### src/rtl/int_issue_queue_pkg.sv
// Shared dispatcher definitions: default widths, control-bit layout, RV32 opcodes
// and the default-width issue queue entry layout.
package int_issue_queue_pkg;

  localparam int unsigned IqTagW  = 6;
  localparam int unsigned IqDataW = 32;
  localparam int unsigned IqCtrlW = 4;

  // Bit positions inside the 4-bit {jmp, branch, jalr, reg_write} control field
  localparam int unsigned CtrlRegWrite = 0;
  localparam int unsigned CtrlJalr     = 1;
  localparam int unsigned CtrlBranch   = 2;
  localparam int unsigned CtrlJmp      = 3;

  // RV32 base opcodes routed to the integer queue
  localparam logic [6:0] OpcOp     = 7'b0110011;
  localparam logic [6:0] OpcOpImm  = 7'b0010011;
  localparam logic [6:0] OpcLui    = 7'b0110111;
  localparam logic [6:0] OpcAuipc  = 7'b0010111;
  localparam logic [6:0] OpcBranch = 7'b1100011;
  localparam logic [6:0] OpcJal    = 7'b1101111;
  localparam logic [6:0] OpcJalr   = 7'b1100111;

  // Entry layout at the default widths; the queue itself builds the same layout
  // from its own TAG_W/DATA_W parameters so it stays width-generic.
  typedef struct packed {
    logic               valid;
    logic [6:0]         opcode;
    logic [2:0]         funct3;
    logic [6:0]         funct7;
    logic [IqCtrlW-1:0] ctrl;
    logic [IqDataW-1:0] imm;
    logic [IqDataW-1:0] pc;
    logic [IqTagW-1:0]  rd_tag;
    logic               rs1_rdy;
    logic [IqTagW-1:0]  rs1_tag;
    logic [IqDataW-1:0] rs1_data;
    logic               rs2_rdy;
    logic [IqTagW-1:0]  rs2_tag;
    logic [IqDataW-1:0] rs2_data;
  } iq_entry_t;

endpackage

### src/rtl/int_issue_queue_select.sv
// Lowest-index priority encoder: picks the oldest ready entry of the collapsing queue.
module int_issue_queue_select #(
  parameter int unsigned N    = 4,
  parameter int unsigned IdxW = 2
) (
  input  logic [N-1:0]    req_i,
  output logic [N-1:0]    gnt_o,
  output logic [IdxW-1:0] idx_o,
  output logic            any_o
);

  logic found;

  // Scan from index 0 upward; the first requester wins
  always_comb begin
    gnt_o = '0;
    idx_o = '0;
    found = 1'b0;
    for (int i = 0; i < N; i++) begin
      if (req_i[i] && !found) begin
        found    = 1'b1;
        gnt_o[i] = 1'b1;
        idx_o    = IdxW'(i);
      end
    end
    any_o = found;
  end

endmodule

### src/rtl/int_issue_queue.sv
// Integer issue queue: collapsing, age-ordered (entry 0 oldest). Holds decoded
// instructions until both operands are available, snoops the CDB for producer
// tags and issues the oldest ready entry to the integer execution unit.
module int_issue_queue
  import int_issue_queue_pkg::*;
#(
  parameter int unsigned DEPTH  = 4,
  parameter int unsigned TAG_W  = IqTagW,
  parameter int unsigned DATA_W = IqDataW
) (
  input  logic               clk,
  input  logic               rst,
  input  logic               flush,
  input  logic               disp_en,
  input  logic [6:0]         disp_opcode,
  input  logic [2:0]         disp_funct3,
  input  logic [6:0]         disp_funct7,
  input  logic [3:0]         disp_ctrl,
  input  logic [DATA_W-1:0]  disp_imm,
  input  logic [DATA_W-1:0]  disp_pc,
  input  logic [TAG_W-1:0]   disp_rd_tag,
  input  logic               disp_rs1_rdy,
  input  logic [TAG_W-1:0]   disp_rs1_tag,
  input  logic [DATA_W-1:0]  disp_rs1_data,
  input  logic               disp_rs2_rdy,
  input  logic [TAG_W-1:0]   disp_rs2_tag,
  input  logic [DATA_W-1:0]  disp_rs2_data,
  input  logic               cdb_valid,
  input  logic [TAG_W-1:0]   cdb_tag,
  input  logic [DATA_W-1:0]  cdb_data,
  output logic               iq_full,
  output logic               iq_empty,
  input  logic               issue_ready,
  output logic               issue_valid,
  output logic [6:0]         issue_opcode,
  output logic [2:0]         issue_funct3,
  output logic [6:0]         issue_funct7,
  output logic [3:0]         issue_ctrl,
  output logic [DATA_W-1:0]  issue_imm,
  output logic [DATA_W-1:0]  issue_pc,
  output logic [TAG_W-1:0]   issue_rd_tag,
  output logic [DATA_W-1:0]  issue_rs1_data,
  output logic [DATA_W-1:0]  issue_rs2_data
);

  localparam int unsigned IdxW = (DEPTH > 1) ? $clog2(DEPTH) : 1;
  localparam int unsigned CntW = $clog2(DEPTH + 1);

  typedef struct packed {
    logic               valid;
    logic [6:0]         opcode;
    logic [2:0]         funct3;
    logic [6:0]         funct7;
    logic [IqCtrlW-1:0] ctrl;
    logic [DATA_W-1:0]  imm;
    logic [DATA_W-1:0]  pc;
    logic [TAG_W-1:0]   rd_tag;
    logic               rs1_rdy;
    logic [TAG_W-1:0]   rs1_tag;
    logic [DATA_W-1:0]  rs1_data;
    logic               rs2_rdy;
    logic [TAG_W-1:0]   rs2_tag;
    logic [DATA_W-1:0]  rs2_data;
  } entry_t;

  entry_t          ent_q   [DEPTH];
  entry_t          ent_d   [DEPTH];
  entry_t          woke    [DEPTH];
  entry_t          shifted [DEPTH];
  entry_t          new_ent;
  logic [CntW-1:0] cnt_q, cnt_d;
  logic [CntW-1:0] wr_ptr;
  logic            full_q, full_d;
  logic            empty_q, empty_d;

  logic [DEPTH-1:0] req;
  logic [DEPTH-1:0] gnt;
  logic [DEPTH-1:0] shift_mask;
  logic [IdxW-1:0]  sel_idx;
  logic             sel_any;
  logic             issue_fire;
  logic             accept;

  // Ready vector from registered state only; a wakeup is visible one cycle later
  always_comb begin
    req = '0;
    for (int i = 0; i < DEPTH; i++) begin
      req[i] = ent_q[i].valid & ent_q[i].rs1_rdy & ent_q[i].rs2_rdy;
    end
  end

  int_issue_queue_select #(
    .N    (DEPTH),
    .IdxW (IdxW)
  ) u_iq_select (
    .req_i (req),
    .gnt_o (gnt),
    .idx_o (sel_idx),
    .any_o (sel_any)
  );

  assign issue_fire = sel_any & issue_ready;
  // iq_full is the registered flag, so a same-cycle issue never makes room early
  assign accept     = disp_en & ~full_q;

  assign issue_valid    = sel_any;
  assign issue_opcode   = ent_q[sel_idx].opcode;
  assign issue_funct3   = ent_q[sel_idx].funct3;
  assign issue_funct7   = ent_q[sel_idx].funct7;
  assign issue_ctrl     = ent_q[sel_idx].ctrl;
  assign issue_imm      = ent_q[sel_idx].imm;
  assign issue_pc       = ent_q[sel_idx].pc;
  assign issue_rd_tag   = ent_q[sel_idx].rd_tag;
  assign issue_rs1_data = ent_q[sel_idx].rs1_data;
  assign issue_rs2_data = ent_q[sel_idx].rs2_data;
  assign iq_full        = full_q;
  assign iq_empty       = empty_q;

  // Next-state: CDB wakeup, collapse above the issued slot, append at the tail
  always_comb begin
    logic run;

    // Wakeup of waiting operands in every valid entry
    for (int i = 0; i < DEPTH; i++) begin
      woke[i] = ent_q[i];
      if (ent_q[i].valid && !ent_q[i].rs1_rdy && cdb_valid && (cdb_tag == ent_q[i].rs1_tag)) begin
        woke[i].rs1_rdy  = 1'b1;
        woke[i].rs1_data = cdb_data;
      end
      if (ent_q[i].valid && !ent_q[i].rs2_rdy && cdb_valid && (cdb_tag == ent_q[i].rs2_tag)) begin
        woke[i].rs2_rdy  = 1'b1;
        woke[i].rs2_data = cdb_data;
      end
    end

    // Every slot at or above the granted one takes its upper neighbour
    run = 1'b0;
    shift_mask = '0;
    for (int i = 0; i < DEPTH; i++) begin
      run           = run | gnt[i];
      shift_mask[i] = run & issue_fire;
    end
    for (int i = 0; i < DEPTH - 1; i++) begin
      shifted[i] = woke[i + 1];
    end
    shifted[DEPTH-1] = '0;

    // Incoming entry, with same-cycle CDB bypass for operands still pending
    new_ent          = '0;
    new_ent.valid    = 1'b1;
    new_ent.opcode   = disp_opcode;
    new_ent.funct3   = disp_funct3;
    new_ent.funct7   = disp_funct7;
    new_ent.ctrl     = disp_ctrl;
    new_ent.imm      = disp_imm;
    new_ent.pc       = disp_pc;
    new_ent.rd_tag   = disp_rd_tag;
    new_ent.rs1_rdy  = disp_rs1_rdy;
    new_ent.rs1_tag  = disp_rs1_tag;
    new_ent.rs1_data = disp_rs1_data;
    new_ent.rs2_rdy  = disp_rs2_rdy;
    new_ent.rs2_tag  = disp_rs2_tag;
    new_ent.rs2_data = disp_rs2_data;
    if (!disp_rs1_rdy && cdb_valid && (cdb_tag == disp_rs1_tag)) begin
      new_ent.rs1_rdy  = 1'b1;
      new_ent.rs1_data = cdb_data;
    end
    if (!disp_rs2_rdy && cdb_valid && (cdb_tag == disp_rs2_tag)) begin
      new_ent.rs2_rdy  = 1'b1;
      new_ent.rs2_data = cdb_data;
    end

    // Tail position after the issue collapse
    wr_ptr = cnt_q - CntW'(issue_fire);

    for (int i = 0; i < DEPTH; i++) begin
      ent_d[i] = shift_mask[i] ? shifted[i] : woke[i];
      if (accept && (CntW'(i) == wr_ptr)) begin
        ent_d[i] = new_ent;
      end
      if (flush) begin
        ent_d[i] = '0;
      end
    end

    cnt_d = cnt_q + CntW'(accept) - CntW'(issue_fire);
    if (flush) begin
      cnt_d = '0;
    end
    full_d  = (cnt_d == CntW'(DEPTH));
    empty_d = (cnt_d == '0);
  end

  // State registers with synchronous reset
  always_ff @(posedge clk) begin
    if (rst) begin
      for (int i = 0; i < DEPTH; i++) begin
        ent_q[i] <= '0;
      end
      cnt_q   <= '0;
      full_q  <= 1'b0;
      empty_q <= 1'b1;
    end else begin
      for (int i = 0; i < DEPTH; i++) begin
        ent_q[i] <= ent_d[i];
      end
      cnt_q   <= cnt_d;
      full_q  <= full_d;
      empty_q <= empty_d;
    end
  end

endmodule

### config.mk
export PLATFORM = sky130hd
export DESIGN_NAME = int_issue_queue
export DESIGN_NICKNAME = d
export VERILOG_FILES = /design/src/rtl/int_issue_queue_pkg.sv /design/src/rtl/int_issue_queue_select.sv /design/src/rtl/int_issue_queue.sv
export SDC_FILE = /design/constraint.sdc
export NUM_CORES = 2
export LEC_CHECK = 0
export BUFFER_PORTS_ARGS = -buffer_cell sky130_fd_sc_hd__buf_2
export CAP_MARGIN = 20
export CORE_UTILIZATION = 30
export CTS_CLUSTER_DIAMETER = 150
export DETAILED_ROUTE_END_ITERATION = 6
export GPL_TIMING_DRIVEN = 0
export SYNTH_ARGS = -nofsm -noshare
export SYNTH_HDL_FRONTEND = slang
export SYNTH_SLANG_ARGS = --single-unit
### constraint.sdc
create_clock -name clk -period 9.5 [get_ports clk]
set_input_delay 1.425 -clock clk [delete_from_list [all_inputs] [get_ports clk]]
set_output_delay 1.425 -clock clk [all_outputs]
set_load 0.05 [all_outputs]
Word level (Yosys, flattened, before mapping)
Memory sizes are Yosys's and may differ from the RTL's.
Index checks and enable logic that the tools add are counted.
{"block": "totals", "regBits": 5, "ramBits": 680, "inputBits": 213, "out_inout_bits": 158, "wordCells": 143, "n_memories": 1}
{"block": "op_classes", "addsub": 3, "eq_ne": 14, "muxes": 50, "n_bitwise": 22, "n_reduce_logical": 50}
{"name": "ent_q", "depth": 4, "width": 170, "read_ports": 5, "rd_clocked_by_memory_dff": 0, "write_ports": 4, "line_no": "int_issue_queue.sv:66", "rtl": "entry_t ent_q [DEPTH];"}
{"cell": "$mux 170", "n": 16}
{"cell": "$mux 32", "n": 10}
{"cell": "$eq 6x6->1", "n": 10}
{"cell": "$logic_and 1x1->1", "n": 35}
{"cell": "$mux 1", "n": 21}
{"cell": "$and 1x1->1", "n": 14}
{"cell": "$logic_not 1->1", "n": 13}
{"cell": "$or 1x1->1", "n": 7}
{"cell": "$eq 2x3->1 const A", "n": 2}
{"cell": "$logic_not 3->1", "n": 2}
{"cell": "$sub 3x1->3", "n": 2}
{"cell": "$mux 2", "n": 2}
{"cell": "$add 3x1->3", "n": 1}
{"cell": "$eq 1x3->1 const A", "n": 1}
{"cell": "$eq 3x3->1 const B", "n": 1}
{"cell": "$mux 3", "n": 1}
{"cell": "$not 1->1", "n": 1}

Logic depth before layout (Yosys ltp)
An unclocked memory read counts as a cell.
{"block": "depth", "word_depth": 20, "mapped_depth": 17, "mapped_depth_nobuf": 13}

By module
From an unflattened synthesis, not the netlist that was laid out.
{"block": "hier_totals", "cells_unflattened": 4282, "area_unflattened_um2": 36477.5}
{"mod": "int_issue_queue", "instances": 1, "cells_per_inst": 4271, "area_per_inst_um2": 36416.2, "seq_area_each_um2": 13713.2}
{"mod": "int_issue_queue_select", "instances": 1, "cells_per_inst": 11, "area_per_inst_um2": 61.3, "seq_area_each_um2": 0.0}

Worst setup path after synthesis
Ideal clock, no wire load.
{"block": "synth_path", "kind": "input port to flip-flop", "from": "input port issue_ready", "to": "memory ent_q[3][25] in the netlist's numbering", "setup_time_ns": 0.128, "arrival_ns": 4.117, "t_required_ns": 9.372, "path_slack_ns": 5.255, "path_stages": 15, "path_buffers": 5, "cell_sequence": "nand2_1 > clkbuf_1 > buf_1 > inv_1 > ha_1 > ha_1 > xnor2_2 > nand2_1 > or3_1 > clkbuf_1 > nand2_1 > buf_2 > buf_2 > o22a_1 > nor2_1"}
{"element": "start, declared", "line_no": "int_issue_queue.sv:33", "rtl": "input logic issue_ready,"}
{"element": "end, declared", "line_no": "int_issue_queue.sv:66"}

==> results.py <==
metrics = {
    "yosys": {
        "synth_top_area_share": 0.369,
        "synth-async-reset-ratio": 0,
        "synth.most_common_cell": "nand2_1",
        "synth_ff_type": "dfxtp_1",
        "synth_cell_types": 69,
        "ys_top_cells_by_count": "nand2_1, dfxtp_1, nor2_1",
        "ys_warn_count": 0,
        "synth_cells": 4930,
        "syn-num-nets": 5148,
        "synth_seq_area_share": 0.369,
        "synth_area_leaders": "dfxtp_1, nand2_1, mux2i_1",
        "synth.avg_cell_area_um2": 7.53,
        "synth_top_cell_by_area": "dfxtp_1",
        "synth-seq-cells": 685,
        "synth_area_mm2": 0.0371,
        "synth-edff-count": 0,
    },
    "floorplanning": {
        "ioPinCount": 371,
        "std_cell_rows": 128,
        "die_y_um": 354,
        "start_util": 0.304,
        "die_area_mm2": 0.125,
        "die_w_um": 354,
        "core_area_mm2": 0.122,
    },
    "clock_network": {
        "cts_hold_repair.buffers": 0,
        "cts.sinks": 685,
        "ctsResizeCount": 0,
        "numCtsBuffers": 82,
        "cts_setup_buffers": 0,
        "cts_root_buf": "clkbuf_16",
        "cts_buffer_depth": 3,
        "worstSkewPairLatency_ps": 710,
        "tritoncts": "built",
        "cts_max_level": 3,
        "path_clk_slew_ps": 60,
    },
    "placement": {
        "pre_cts_slack_ps": 2980,
        "dp_hpwl_mm": 132,
        "finalWeightedCongestion": 0.983,
        "numPortBuffers": 362,
    },
    "pwr": {
        "p_leak_nw": 16.9,
        "netSwitchingPower_mw": 1.90,
        "intPower_mw": 4.92,
        "p_comb_frac": 0.098,
        "seq_power_share": 0.431,
        "p_per_area_mw_per_mm2": 155,
        "ir_worst_vdd_mv": 0.125,
        "pwr-share-clk": 0.472,
        "switching_share": 0.278,
    },
    "setup_path": {
        "worst-path-max-fanout": 10,
        "endpoint_kind": "flop",
        "path_common_cell": "nand2_1",
        "arrival_ps": 6620,
        "slowest_stage": "clkbuf_1",
        "start_kind": "input port",
        "crit_required_ps": 10100,
        "cpPeakStageDelay_ps": 800,
        "path_delay_family": "buffers and inverters",
        "critPathKind": "in -> reg",
        "cp.buffers_inverters": 6,
        "path_cells": "buf_2 -> nand2_1 -> clkbuf_1 -> buf_1 -> inv_1 -> ha_1 -> ha_1 -> nor4bb_1 -> nand2_1 -> nand2_1 -> buf_2 -> clkbuf_1 -> o22ai_1 -> a31o_1",
    },
    "timing": {
        "period_minus_slack_ps": 6020,
        "fin_ws_ps": 3480,
        "finalSetupViolCount": 0,
        "finClkSkew_ps": 57.9,
        "finalHoldViolations": 0,
        "fin_crit_sh": 0.634,
        "tns_ps": 0,
        "rsz0062_at_grt": "false",
        "max_clock_freq_mhz": 166,
        "worstMarginPinSlew_ps": 1260,
        "slew_headroom": 0.163,
        "drv_slew": 0,
    },
    "global_routing": {
        "grt_first_pass_wirelength_mm": 258,
        "grt_max_degree": 13,
        "grt_antenna_before_repair": 45,
        "grt_pass1_vias": 38600,
        "grt_use_total": 0.273,
        "grt-ovfl-total": 0,
    },
    "drt": {
        "vias_per_cell": 5.78,
        "wirelength_mm": 179,
        "drtAntennaViolNets": 0,
        "wl_per_cell_um": 25.2,
        "firstDrtPassIters": 6,
        "num_vias": 41000,
        "drc": 0,
        "drt_iter0_drc": 5145,
    },
    "finish": {
        "area_growth_syn_to_layout_pct": 18.2,
        "multiInputGateArea_mm2": 0.0212,
        "fin_nets": 5608,
        "seq_area_mm2": 0.0137,
        "fillCellCount": 13000,
        "drive_gt1_frac": 0.126,
        "utilization": 0.359,
    },
    "hold_path": {
        "hold_path_class": "reg -> reg",
    },
    "outcome": {
        "status": "complete, no violations",
    },
    "run": {
        "drv_cap": 0,
    },
}
[cells by family after synthesis]
family,synth area share
XOR/XNOR,0.0151
AND/OR/NAND/NOR,0.227
multiplexers,0.0729
flip-flops,0.369
adder cells (fa/ha/maj),0.00189
AO/OA/AOI/OAI,0.255
buffers and inverters,0.0586
[layout by cell type, fill, tap and decap left out, types with 9 or more instances in the layout]
cell type,synthesis,routed
nand2_1,1099,1099
nand2b_1,14,14
o311a_1,34,34
a22oi_1,16,16
dfxtp_1,685,685
buf_4,9,9
and3_1,11,11
mux2_2,10,10
clkbuf_1,330,347
diode_2,0,15
xnor2_1,32,32
clkinv_2,0,15
buf_8,0,13
nand4_1,16,16
mux2i_1,249,249
o221ai_1,58,58
buf_1,31,31
mux2_1,9,9
o21ai_1,24,24
inv_1,9,9
o22a_1,127,127
nor2_1,448,448
o22ai_1,61,61
a311oi_1,103,103
buf_2,130,492
nor3_1,15,14
a211oi_1,188,188
o21ai_0,155,155
o221ai_2,10,10
a21oi_1,332,332
a32oi_1,11,11
xor2_1,30,30
clkbuf_8,0,23
clkbuf_16,0,82
a31oi_1,176,176
nor2b_1,159,159
nand3_1,210,210
o211ai_1,39,39
[worst reg2reg max path, stage by stage (launching register included)]
cell and delay [ps]:
dfxtp_1 370, nand3_1 190, nand4_1 140, nand2_1 650, clkbuf_1 750, buf_1 430
inv_1 140, ha_1 210, ha_1 340, nor4bb_1 510, nand2_1 220, nand2_1 180
buf_2 440, clkbuf_1 810, o22ai_1 200, a31o_1 230
[worst paths after layout]
kind | start | slack, ps | depth (start not counted) | endpoint
worst max-delay path | issue_ready | 3480 | 14 | ent_q[2][10]
worst min-delay path | ent_q[0][23] | 460 | 2 | ent_q[0][23]
worst max register to register | ent_q[1][77] | 3600 | 15 | ent_q[2][10]
worst min register to register | ent_q[0][23] | 460 | 2 | ent_q[0][23]
[stage by stage]
stage | cells | instance area (um2) | power, mW | hold slack, ps
after floorplan | 4930 | 37100 | 3.36 | 425
after global placement | 6917 | 41000 | 3.64 | 436
after detailed placement | 6931 | 41200 | 3.65 | 443
after CTS | 7081 | 43900 | 6.82 | 457
after global routing | 7085 | 43900 | 6.99 | 472
final | 7096 | 43900 | 6.82 | 455
[final cells by class]
cell class                 count  share of cell area
inverter                       9            0.000770
timing repair buffer         376              0.0460
antenna                       15            0.000855
multi-input combinational   3730               0.484
buffer                       506              0.0488
tap                         1625              0.0463
clock inverter                26             0.00533
sequential                   685               0.312
clock buffer                 124              0.0556
[metal layers]
metal  track usage  vias up  part of all wire
met1         0.342    19500              0.40
li1              -    18500                 -
met3        0.0796      549              0.11
met2         0.424     2427              0.44
met4         0.140       36             0.053
met5             0        -            0.0012
[registers in the layout (all words and copies together), names as in the netlist]
name,flops
iq_full,1
ent_q,680
iq_empty,1
cnt_q,3
[power groups by stage]
stage | clock network (mW) | registers [mW] | logic (mW)
3_5_place_dp | 0 | 3.00 | 0.645
6_report | 3.22 | 2.94 | 0.665
5_1_grt | 3.35 | 2.94 | 0.695
4_1_cts | 3.23 | 2.94 | 0.647
3_3_place_gp | 0 | 3.00 | 0.639
2_1_floorplan | 0 | 3.00 | 0.368
Note: power is estimated with default switching activity, not from simulation.
